===== src/rtl/mem_access_unit.sv =====
// MEM-stage load/store initiator for a big-endian, byte-addressed data memory.
// Sub-word stores are read-modify-write; loads are lane-selected and extended.
module mem_access_unit #(
  parameter int unsigned READ_WAIT = 2
) (
  input  logic        clk,
  input  logic        rst,
  input  logic        req,
  input  logic        store,
  input  logic [2:0]  op,
  input  logic [31:0] addr,
  input  logic [31:0] wdata,
  output logic [31:0] rdata,
  output logic        done,
  output logic        err,
  output logic        busy,
  output logic [31:0] mem_address,
  output logic [31:0] mem_writedata,
  output logic        mem_writeenable,
  output logic        mem_memread,
  input  logic [31:0] mem_data,
  output logic [1:0]  dbg_state
);

  typedef enum logic [1:0] {
    S_IDLE    = 2'd0,
    S_RD_WAIT = 2'd1,
    S_WRITE   = 2'd2,
    S_DONE    = 2'd3
  } state_e;

  localparam int unsigned CW = (READ_WAIT > 1) ? $clog2(READ_WAIT) : 1;
  localparam logic [CW-1:0] CNT_INIT = CW'(READ_WAIT - 1);

  state_e        state_q, state_d;
  logic [CW-1:0] cnt_q, cnt_d;
  logic          store_q, store_d;
  logic [1:0]    size_q, size_d;
  logic          uns_q, uns_d;
  logic [1:0]    lane_q, lane_d;
  logic [31:0]   wdata_q, wdata_d;
  logic [31:0]   rdata_q, rdata_d;
  logic          done_q, done_d;
  logic          err_q, err_d;
  logic          busy_q, busy_d;
  logic [31:0]   maddr_q, maddr_d;
  logic [31:0]   mwdata_q, mwdata_d;
  logic          mwe_q, mwe_d;
  logic          mrd_q, mrd_d;

  logic [7:0]    byte_sel;
  logic [15:0]   half_sel;
  logic [31:0]   load_ext;
  logic [31:0]   merged;
  logic          bad;

  // Lane k of the memory word sits at bits [31-8k -: 8] (big-endian).
  always_comb begin
    byte_sel = 8'h00;
    case (lane_q)
      2'd0: byte_sel = mem_data[31:24];
      2'd1: byte_sel = mem_data[23:16];
      2'd2: byte_sel = mem_data[15:8];
      2'd3: byte_sel = mem_data[7:0];
      default: byte_sel = 8'h00;
    endcase
    half_sel = lane_q[1] ? mem_data[15:0] : mem_data[31:16];

    load_ext = mem_data;
    if (size_q == 2'b00) begin
      load_ext = uns_q ? {24'h0, byte_sel} : {{24{byte_sel[7]}}, byte_sel};
    end else if (size_q == 2'b01) begin
      load_ext = uns_q ? {16'h0, half_sel} : {{16{half_sel[15]}}, half_sel};
    end

    merged = mem_data;
    if (size_q == 2'b00) begin
      case (lane_q)
        2'd0: merged[31:24] = wdata_q[7:0];
        2'd1: merged[23:16] = wdata_q[7:0];
        2'd2: merged[15:8]  = wdata_q[7:0];
        2'd3: merged[7:0]   = wdata_q[7:0];
        default: merged = mem_data;
      endcase
    end else if (lane_q[1]) begin
      merged[15:0] = wdata_q[15:0];
    end else begin
      merged[31:16] = wdata_q[15:0];
    end
  end

  always_comb begin
    state_d  = state_q;
    cnt_d    = cnt_q;
    store_d  = store_q;
    size_d   = size_q;
    uns_d    = uns_q;
    lane_d   = lane_q;
    wdata_d  = wdata_q;
    rdata_d  = rdata_q;
    maddr_d  = maddr_q;
    mwdata_d = mwdata_q;
    err_d    = 1'b0;
    bad      = (op[1:0] == 2'b11) ||
               (op[1:0] == 2'b01 && addr[0]) ||
               (op[1:0] == 2'b10 && addr[1:0] != 2'b00);

    case (state_q)
      S_IDLE: begin
        if (req) begin
          store_d = store;
          size_d  = op[1:0];
          uns_d   = op[2];
          lane_d  = addr[1:0];
          wdata_d = wdata;
          maddr_d = {addr[31:2], 2'b00};
          if (bad) begin
            state_d = S_DONE;
            err_d   = 1'b1;
          end else if (store && op[1:0] == 2'b10) begin
            state_d  = S_WRITE;
            mwdata_d = wdata;
          end else begin
            state_d = S_RD_WAIT;
            cnt_d   = CNT_INIT;
          end
        end
      end
      S_RD_WAIT: begin
        if (cnt_q == '0) begin
          if (store_q) begin
            mwdata_d = merged;
            state_d  = S_WRITE;
          end else begin
            rdata_d = load_ext;
            state_d = S_DONE;
          end
        end else begin
          cnt_d = cnt_q - CW'(1);
        end
      end
      S_WRITE: state_d = S_DONE;
      S_DONE:  state_d = S_IDLE;
      default: state_d = S_IDLE;
    endcase

    // Strobes are decoded from the next state so every output is a flop.
    done_d = (state_d == S_DONE);
    busy_d = (state_d != S_IDLE);
    mrd_d  = (state_d == S_RD_WAIT);
    mwe_d  = (state_d == S_WRITE);
  end

  always_ff @(posedge clk) begin
    if (rst) begin
      state_q  <= S_IDLE;
      cnt_q    <= '0;
      store_q  <= 1'b0;
      size_q   <= 2'b00;
      uns_q    <= 1'b0;
      lane_q   <= 2'b00;
      wdata_q  <= 32'h0;
      rdata_q  <= 32'h0;
      done_q   <= 1'b0;
      err_q    <= 1'b0;
      busy_q   <= 1'b0;
      maddr_q  <= 32'h0;
      mwdata_q <= 32'h0;
      mwe_q    <= 1'b0;
      mrd_q    <= 1'b0;
    end else begin
      state_q  <= state_d;
      cnt_q    <= cnt_d;
      store_q  <= store_d;
      size_q   <= size_d;
      uns_q    <= uns_d;
      lane_q   <= lane_d;
      wdata_q  <= wdata_d;
      rdata_q  <= rdata_d;
      done_q   <= done_d;
      err_q    <= err_d;
      busy_q   <= busy_d;
      maddr_q  <= maddr_d;
      mwdata_q <= mwdata_d;
      mwe_q    <= mwe_d;
      mrd_q    <= mrd_d;
    end
  end

  assign rdata           = rdata_q;
  assign done            = done_q;
  assign err             = err_q;
  assign busy            = busy_q;
  assign mem_address     = maddr_q;
  assign mem_writedata   = mwdata_q;
  assign mem_writeenable = mwe_q;
  assign mem_memread     = mrd_q;
  assign dbg_state       = state_q;

endmodule


===== config.mk =====
export PLATFORM = sky130hd
export DESIGN_NAME = mem_access_unit
export DESIGN_NICKNAME = d
export VERILOG_FILES = /design/src/rtl/mem_access_unit.sv
export SDC_FILE = /design/constraint.sdc
export NUM_CORES = 1
export LEC_CHECK = 0
export BUFFER_PORTS_ARGS = -buffer_cell sky130_fd_sc_hd__buf_4
export CAP_MARGIN = 20
export CORE_AREA = 2 2 96 144
export DETAILED_ROUTE_END_ITERATION = 6
export DIE_AREA = 0 0 98 146
export PLACE_DENSITY = 0.74
export RECOVER_POWER = 50
export SLEW_MARGIN = 20
export SYNTH_ARGS = -nofsm -noshare
export SYNTH_HDL_FRONTEND = slang
export SYNTH_SLANG_ARGS = --single-unit

===== constraint.sdc =====
create_clock -name clk -period 3.28 [get_ports clk]
set_clock_uncertainty 0.15 [all_clocks]
set_input_delay 0.328 -clock clk [delete_from_list [all_inputs] [get_ports clk]]
set_output_delay 0.328 -clock clk [all_outputs]
set_load 0.02 [all_outputs]

* Yosys cells after proc, flatten, opt, wreduce, memory -nomap -nowiden
Cells that the tools add are included.
** Cells by class
- Add/sub/neg operators :: 1
- Equality and inequality tests :: 19
- Muxes and demuxes :: 31
- Bitwise operators :: 4
- Reduce and logical (&&, ||, !) cells :: 16
** Operators with widths (number)
- $mux 32 :: 10
- $pmux 32 s2 :: 1
- $mux 16 :: 3
- $mux 8 :: 4
- $pmux 8 s4 :: 1
- $eq 2x2->1 const B :: 8
- $ne 2x2->1 const B :: 6
- $eq 2x1->1 const B :: 5
- $mux 2 :: 4
- $pmux 2 s4 :: 1
- $logic_not 2->1 :: 3
- $mux 1 :: 6
- $reduce_and 6->1 :: 1
- $reduce_bool 2->1 :: 3
- $not 1->1 :: 4
- $reduce_and 4->1 :: 1
- $logic_and 1x1->1 :: 3
- $reduce_and 3->1 :: 1
- $reduce_or 3->1 :: 1
- $logic_or 1x1->1 :: 2
- $pmux 1 s2 :: 1
- $reduce_and 2->1 :: 1
- $sub 1x1->1 const B :: 1
** Storage, ports and cells
- Bits in registers :: 124
- Input bits :: 103
- Word-level logic and storage cells :: 86

* Depth between registers and ports, before layout
Gate-level depths: netlist of the first run.
- Word-level depth :: 8
- Depth in mapped cells :: 7
- Mapped depth without buffers :: 4

* Least setup slack after synthesis of the first run
OpenSTA, ideal clock, no wires.
- Path kind :: register -> register
- From :: register state_q[0] (netlist: dbg_state[0])
- To :: register mwdata_q[0] (netlist: mem_writedata[0])
- Setup time :: 0.117 ns
- Arrival time :: 1.644 ns
- Data required time :: 3.013 ns
- Slack :: 1.369 ns
- Stages on the path, launching flop included :: 7
- Path buffers :: 2
- Period minus slack after synthesis :: 1.911 ns
- Path through :: dfxtp_1 -> and3b_1 -> clkbuf_1 -> o2bb2ai_4 -> nor2_2 -> buf_2 -> a32o_1
** On the way
- Word-level cells in the longest chain between the ends :: 3
** Ends and longest elaborated chain
- start: declaration :: RTL line 35 : state_e state_q, state_d;
- start signal: assignment :: RTL line 172 : state_q <= state_d;
- $eq 2x1->1 / $logic_not 2->1 (equally long branches) :: RTL line 108 : case (state_q)
- $ne 2x2->1 (no source line) / $reduce_bool 2->1 (equally long branches)
- $reduce_and 6->1 (no source line)
- end signal: assignment :: RTL line 184 : mwdata_q <= mwdata_d;
- end: declaration :: RTL line 47 : logic [31:0] mwdata_q, mwdata_d;
Several ways; a longest one is shown, not always the timed one.
A chain may end at the register's enable or synchronous reset.

* Final worst setup path of the first run
- From :: register state_q[0] (netlist: dbg_state[0])
- To :: register mwdata_q[18] (netlist: mem_writedata[18])
The elaborated chain is that of the path after synthesis.

==> results.md, run 1 <==
- Outcome: complete, no violations
- Worst Tran Pin Value: 937 ps
- Syn Std Cell Area: 5750 µm²
- Dpl hpwl: 13,600 µm
- VDD IR max: 0.000402 V
- Max-cap violations: 0
- Critical Path Start Type: flip-flop
- Commonest non-fill, non-tap cell in the layout: nand2_1
- Pint: 3.13 mW
- Post-CTS Setup Repair Bufs: 0
- Clock latency on the worst-skew pair: 420 ps
- TritonCTS buffer count: 17
- Std-Cell Rows: 51
- Initial antenna violation count: 0
- P&R area growth vs syn: 34.8%
- Sw frac: 0.308
- First-pass GRT wire length: 29,900 µm
- Largest net degree at the start of global routing: 62
- WP data arrival: 2900 ps
- Worst r2r src: dbg_state[0]
- Final TNS setup: 0 ps
- Synth unique cells: 48
- Register-to-Register Path Depth: 5
- Routed via count: 5,914
- # resized after CTS: 0
- Combinational Power Share: 0.209
- Sequential share of power: 0.383
- Avg Inst Size Synth: 8.47 µm²
- CTS Hold Bufs: 25
- Tot GR Track Use: 0.260
- Top cell type's share of synthesized area: 0.432
- Final min period: 2730 ps
- PD cells: 583 nW/µm²
- CP Capture Type: flip-flop
- Core ar.: 13,000 µm²
- IO buf count: 203
- Leading area contributor after synthesis: dfxtp_1
- Number of synthesized register bits: 124
- GP Congestion: 0.832
- Vias/cell: 5.62
- Vias in the first global route: 5,896
- Sw power: 1.39 mW
- Hold endpoint: mem_address[9]
- Antenna Nets Post-Route: 0
- Fmax: 366 MHz
- Top cells by area, synth: dfxtp_1 43%, nand2_1 9.4%, a21oi_1 4.7%, nor2_1 4.0%, mux4_2 3.1%
- Rel. slew slack: 0.375
- DR iter-0 viols: 357
- Clock buffer depth: 2
- CTS tree: done
- HP Start: addr[9]
- R2R Setup Slk: 550 ps
- Yosys Warn Count: 0
- Dpl cell area: 7300 µm²
- Antenna cells: 0
- Detailed Routing Iterations Pass 1: 5
- Crit-path max FO: 33
- Wire length per cell: 17.8 µm
- Design Area, Final: 7750 µm²
- CP Data Required Time: 3440 ps
- Class of the worst hold path: primary input to flip-flop
- Synth async-reset ratio: 0
- Final Hold Viols: 0
- Io pins: 206
- DIE WIDTH: 98 µm
- Nets@finish: 984
- Sequential fraction of the synthesis area: 0.432
- DRC errors left: 0
- FF-to-FF End: mem_writedata[18]
- Filler cells: 1,208
- Die height: 146 µm
- Grt ovf: 0
- Synth Flop Type: dfxtp_1
- Clock Power Share: 0.408
- H-Tree Depth: 4
- Final worst-path cycle share: 0.833
- Post-synth EDFFs: 0
- Die area: 14,300 µm²
- Starting Density: 0.444
- Leakage: 2.99 nW
- Clock Tree Root: clkbuf_16
- Drt total wl: 18,700 µm
- Most frequent cells in the layout: 144 x nand2_1, 124 x dfxtp_1, 114 x buf_4
- Cells after Synth: 679
- Final setup viols: 0
- Crit path kind: flip-flop to flip-flop
- Hold path depth: 3
- RSZ-0062 raised after global routing: no
- Clock Sinks: 124
- Layout cell share with drive strength beyond 1: 0.201
- Clock slew at reported path FFs: 60 ps
- Final Max Slew Viols: 0
[registers in the layout, indices dropped and copies added, names as in the netlist, 2 cells and up]
signal         count
mem_writedata     32
rdata             32
mem_address       30
wdata_q           16
dbg_state          2
lane_q             2
size_q             2
[layout make-up]
class / count / area (µm²) / share of cell area
clock inverter: 14 / 145 / 0.0187
multi-input combinational: 484 / 2940 / 0.380
sequential: 124 / 2480 / 0.320
timing repair buffer: 241 / 1490 / 0.192
tap: 159 / 199 / 0.0257
inverter: 13 / 48.8 / 0.00630
clock buffer: 18 / 439 / 0.0567
[how the worst max path moves through the flow]
stage,depth (start not counted),end,start,slack [ps]
after floorplan,6,mem_writedata[0],dbg_state[0],1370
after global placement,5,mem_writedata[22],dbg_state[0],970
after detailed placement,5,mem_writedata[20],dbg_state[0],890
after CTS,5,mem_writedata[20],dbg_state[0],880
after global routing,5,mem_writedata[23],dbg_state[0],370
final,5,mem_writedata[18],dbg_state[0],550
[worst max-delay path, stage by stage (launching register included)]
cell and delay [ps]:
dfxtp_1 830, and3b_1 360, o2bb2ai_4 120, clkbuf_2 540
nor2_2 310, a32o_1 290
[routing by layer]
layer | GRT usage | part of all wire
met1 | 0.272 | 0.36
met2 | 0.473 | 0.53
met3 | 0.0788 | 0.078
met4 | 0.115 | 0.033
met5 | 0 | 0
[cell usage after synthesis, types with 2 or more instances]
cell / n
o31ai_1: 2
a311oi_1: 20
o211ai_1: 16
a21o_1: 17
o21a_1: 7
dfxtp_1: 124
mux4_2: 8
a32o_1: 16
a311oi_2: 3
inv_1: 12
nand2_1: 144
o221ai_1: 17
o31a_1: 2
a21oi_1: 54
clkbuf_1: 38
nor2_2: 2
a22oi_1: 2
buf_2: 11
buf_4: 6
nor2b_1: 4
nand2b_1: 17
a211oi_1: 17
mux2i_1: 8
mux2_2: 8
nor3_1: 10
buf_6: 4
nor2_1: 61
o21ai_0: 28
nor3b_2: 2
[cell families after synthesis]
family / Yosys count / share of synthesized area
AO/OA/AOI/OAI: 210 / 0.263
buffers and inverters: 72 / 0.0585
flip-flops: 124 / 0.432
multiplexers: 24 / 0.0609
other: 1 / 0.000652
AND/OR/NAND/NOR: 248 / 0.185
[power groups by stage]
| stage | Combinational (mW) | Clock [mW] | Sequential (mW) |
|---|---|---|---|
| floorplan | 0.486 | 0 | 1.87 |
| global placement | 0.981 | 0 | 1.76 |
| detailed placement | 0.999 | 0 | 1.77 |
| CTS | 1.03 | 1.87 | 1.73 |
| global route | 1.03 | 1.93 | 1.75 |
| finish | 0.944 | 1.84 | 1.73 |
[per-stage QoR]
step	setup WS, ps	power (mW)	std cells	util	hold slack, ps
final	546	4.52	1053	0.598	14.1
after floorplan	1370	2.35	680	-	283
after global routing	366	4.71	1053	0.598	9.85
after detailed placement	887	2.76	996	0.563	297
after global placement	973	2.74	996	0.563	293
after CTS	875	4.63	1053	0.628	2.71
Power figures use the tool's default switching activity.
==> inputs of run 2 (changes only) <==
ABC_AREA = 1   (was not set)
CORE_AREA = 2 2 104 157   (was 2 2 96 144)
DIE_AREA = 0 0 106 159   (was 0 0 98 146)
PLACE_DENSITY = 0.75   (was 0.74)
clock period = 2.5 ns   (was 3.28 ns; I/O delays follow)
==> results.md, run 2 <==
- Dpl hpwl: 16,300 µm (+19%)
- DIE WIDTH: 106 µm (+8.2%)
- Grt met2 use: 0.476 (+0.00267)
- Die height: 159 µm (+8.9%)
- Starting Density: 0.444 (about the same)
- First-pass GRT wire length: 36,900 µm (+24%)
- DR iter-0 viols: 517 (+45%)
- Io pins: 206 (unchanged)
- Met1 usage: 0.314 (+0.0414)
- Antenna cells: 0 (unchanged)
- Core ar.: 15,500 µm² (+20%)
- Top cells by area, synth: dfxtp_1 36%, nand2_1 18%, nor2_1 14%, o21ai_0 6.6%, nand3_1 5.7%
- Vias/cell: 4.99 (-11%)
- Avg Inst Size Synth: 5.99 µm² (-29%)
- Synth Flop Type: dfxtp_1
- P&R area growth vs syn: 33.9%
- CP delay by family, top: simple AND/OR/NAND/NOR gates
- Wire length per cell: 14.6 µm (-18%)
- Max-cap violations: 0 (unchanged)
- Commonest non-fill, non-tap cell in the layout: nand2_1
- Sequential fraction of the synthesis area: 0.361 (-0.0704)
- CP Capture Type: flip-flop
- Top Usage Layer GRT: met2
- Met3 Use GR: 0.0626 (-0.0161)
- TritonCTS buffer count: 17 (unchanged)
- Detailed Routing Iterations Pass 1: 6 (+1)
- Number of synthesized register bits: 124 (unchanged)
- Final Max Slew Viols: 0 (unchanged)
- Initial antenna violation count: 0 (unchanged)
- Synth Area in Compound Gates: 0.124 (-0.139)
- Final hold slack: 2.07 ps (-12.0 ps)
- Synth unique cells: 28 (-42%)
- Die area: 16,900 µm² (+18%)
- Buffer and inverter count on the worst path: 2 (+1)
- Outcome: complete, no violations
- Slowest cell delay on critical path: 460 ps (-370 ps)
- PD cells: 924 nW/µm² (+58%)
- Mux cell area share after synthesis: 0 (-0.0609)
- # resized after CTS: 0 (unchanged)
- Clock latency on the worst-skew pair: 420 ps (about the same)
- Tot GR Track Use: 0.271 (+0.0106)
- Xor and xnor area share after synthesis: 0 (unchanged)
- Leading area contributor after synthesis: dfxtp_1
- Grt ovf: 0 (unchanged)
- Rel. slew slack: 0.444 (+0.0685)
- Critical path cell sequence: buf_4 > nor2_1 > a21oi_1 > nand3_2 > nand3b_1 > nand2_1 > inv_1
- Fmax: 449 MHz (+23%)
- Clock slew at reported path FFs: 60 ps (about the same)
- Syn Std Cell Area: 6870 µm² (+19%)
- Count leader, synth: nand2_1
- Commonest cells post-synth: 321 x nand2_1, 252 x nor2_1, 124 x dfxtp_1
- H-Tree Depth: 4 (unchanged)
- Final TNS setup: 0 ps (unchanged)
- Largest family of logic cells by synthesized area: simple AND/OR/NAND/NOR gates
- Worst Tran Pin Value: 831 ps (-106 ps)
- Most frequent cells in the layout: 321 x nand2_1, 252 x nor2_1, 124 x dfxtp_1
- Vias in the first global route: 7,454 (+26%)
- Largest net degree at the start of global routing: 54 (-13%)
- RSZ-0062 raised after global routing: no
- Nets@finish: 1,463 (+49%)
- WP data arrival: 2450 ps (-450 ps)
- Layout cell share with drive strength beyond 1: 0.132 (-0.0695)
- Slowest cell on the critical path: nand3_2
- Post-synth EDFFs: 0 (unchanged)
- Synth Area in Adders: 0 (unchanged)
- IO buf count: 203 (unchanged)
- Top cell type's share of synthesized area: 0.361 (-0.0704)
- Class of the worst hold path: primary input to flip-flop
- Std-Cell Rows: 56 (+9.8%)
- CP Data Required Time: 2720 ps (-720 ps)
- Drt total wl: 23,100 µm (+23%)
- DRC errors left: 0 (unchanged)
- Final worst-path cycle share: 0.891 (+0.0578)
- Yosys Warn Count: 0 (unchanged)
- Synth async-reset ratio: 0 (unchanged)
- Clock buffer depth: 2 (unchanged)
- Routed via count: 7,871 (+33%)
- Cells after Synth: 1,146 (+69%)
- Clock Sinks: 124 (unchanged)
- Pwr Total: 8.50 mW (+88%)
- Crit-path max FO: 51 (+55%)
- Leakage: 4.52 nW (+51%)
- Post-CTS Setup Repair Bufs: 0 (unchanged)
- Crit path kind: flip-flop to flip-flop
- Critical Path Start Type: flip-flop
- Clock Tree Root: clkbuf_16
- Antenna Nets Post-Route: 0 (unchanged)
- Post-synthesis simple-gate area fraction: 0.408 (+0.223)
- VDD IR max: 0.000481 V (+20%)
- CTS tree: done
- Filler cells: 1,612 (+33%)
- GP Congestion: 0.953 (+15%)
- Final Hold Viols: 0 (unchanged)
- Final min period: 2230 ps (-506 ps)
- Final setup viols: 0 (unchanged)
## run 2: stage by stage
step	cells	setup slack [ps]	cell area, µm²	util
global route	1576	64.2	9200	0.594
global placement	1500	374	8500	0.549
detailed placement	1500	326	8500	0.549
finish	1576	272	9200	0.594
floorplan	1147	834	6870	-
CTS	1576	298	9580	0.618
## run 2: layout make-up
class                      count  area, µm²  area share
clock buffer                  18        429      0.0467
clock inverter                14        206      0.0225
inverter                      97        364      0.0396
multi-input combinational    852       3670       0.399
sequential                   124       2480       0.270
tap                          203        254      0.0276
timing repair buffer         268       1790       0.195
## run 2: tightest hold or removal path, cell delays in order
cell and delay (ps):
buf_4 100, o21ai_0 70, a21oi_1 110
## run 2: cell families after synthesis
| group | after synthesis |
|---|---|
| buffers and inverters | 171 |
| other | 1 |
| AOI/OAI and AO/OA | 162 |
| DFF | 124 |
| and+or+nand+nor | 688 |
## run 2: repair_timing
| item | in CTS | in global routing |
|---|---|---|
| endpoints found under the setup margin | 0 | 0 |
| hold buffers | 44 | 0 |
| endpoints found under the hold margin | 44 | 0 |
## run 2: worst paths after layout
path	from	to	slack, ps	cells past startpoint
min	wdata[9]	wdata_q[9]	2	3
min reg2reg	wdata_q[13]	wdata_q[13]	320	2
max reg2reg	lane_q[1]	rdata[25]	270	7
max	lane_q[1]	rdata[25]	270	7
## run 2: per-layer routing
| layer | wire length (µm) | part of all wire |
|---|---|---|
| met5 | 0 | 0 |
| met1 | 9030 | 0.39 |
| met4 | 677 | 0.029 |
| met2 | 11700 | 0.51 |
| met3 | 1690 | 0.073 |
## run 2: where the power goes
part           leakage, nW  total (mW)  switching, mW  internal (mW)
registers             1.02        2.59          0.205           2.38
logic                 3.19        3.20           2.17           1.04
clock network        0.307        2.71           1.01           1.69
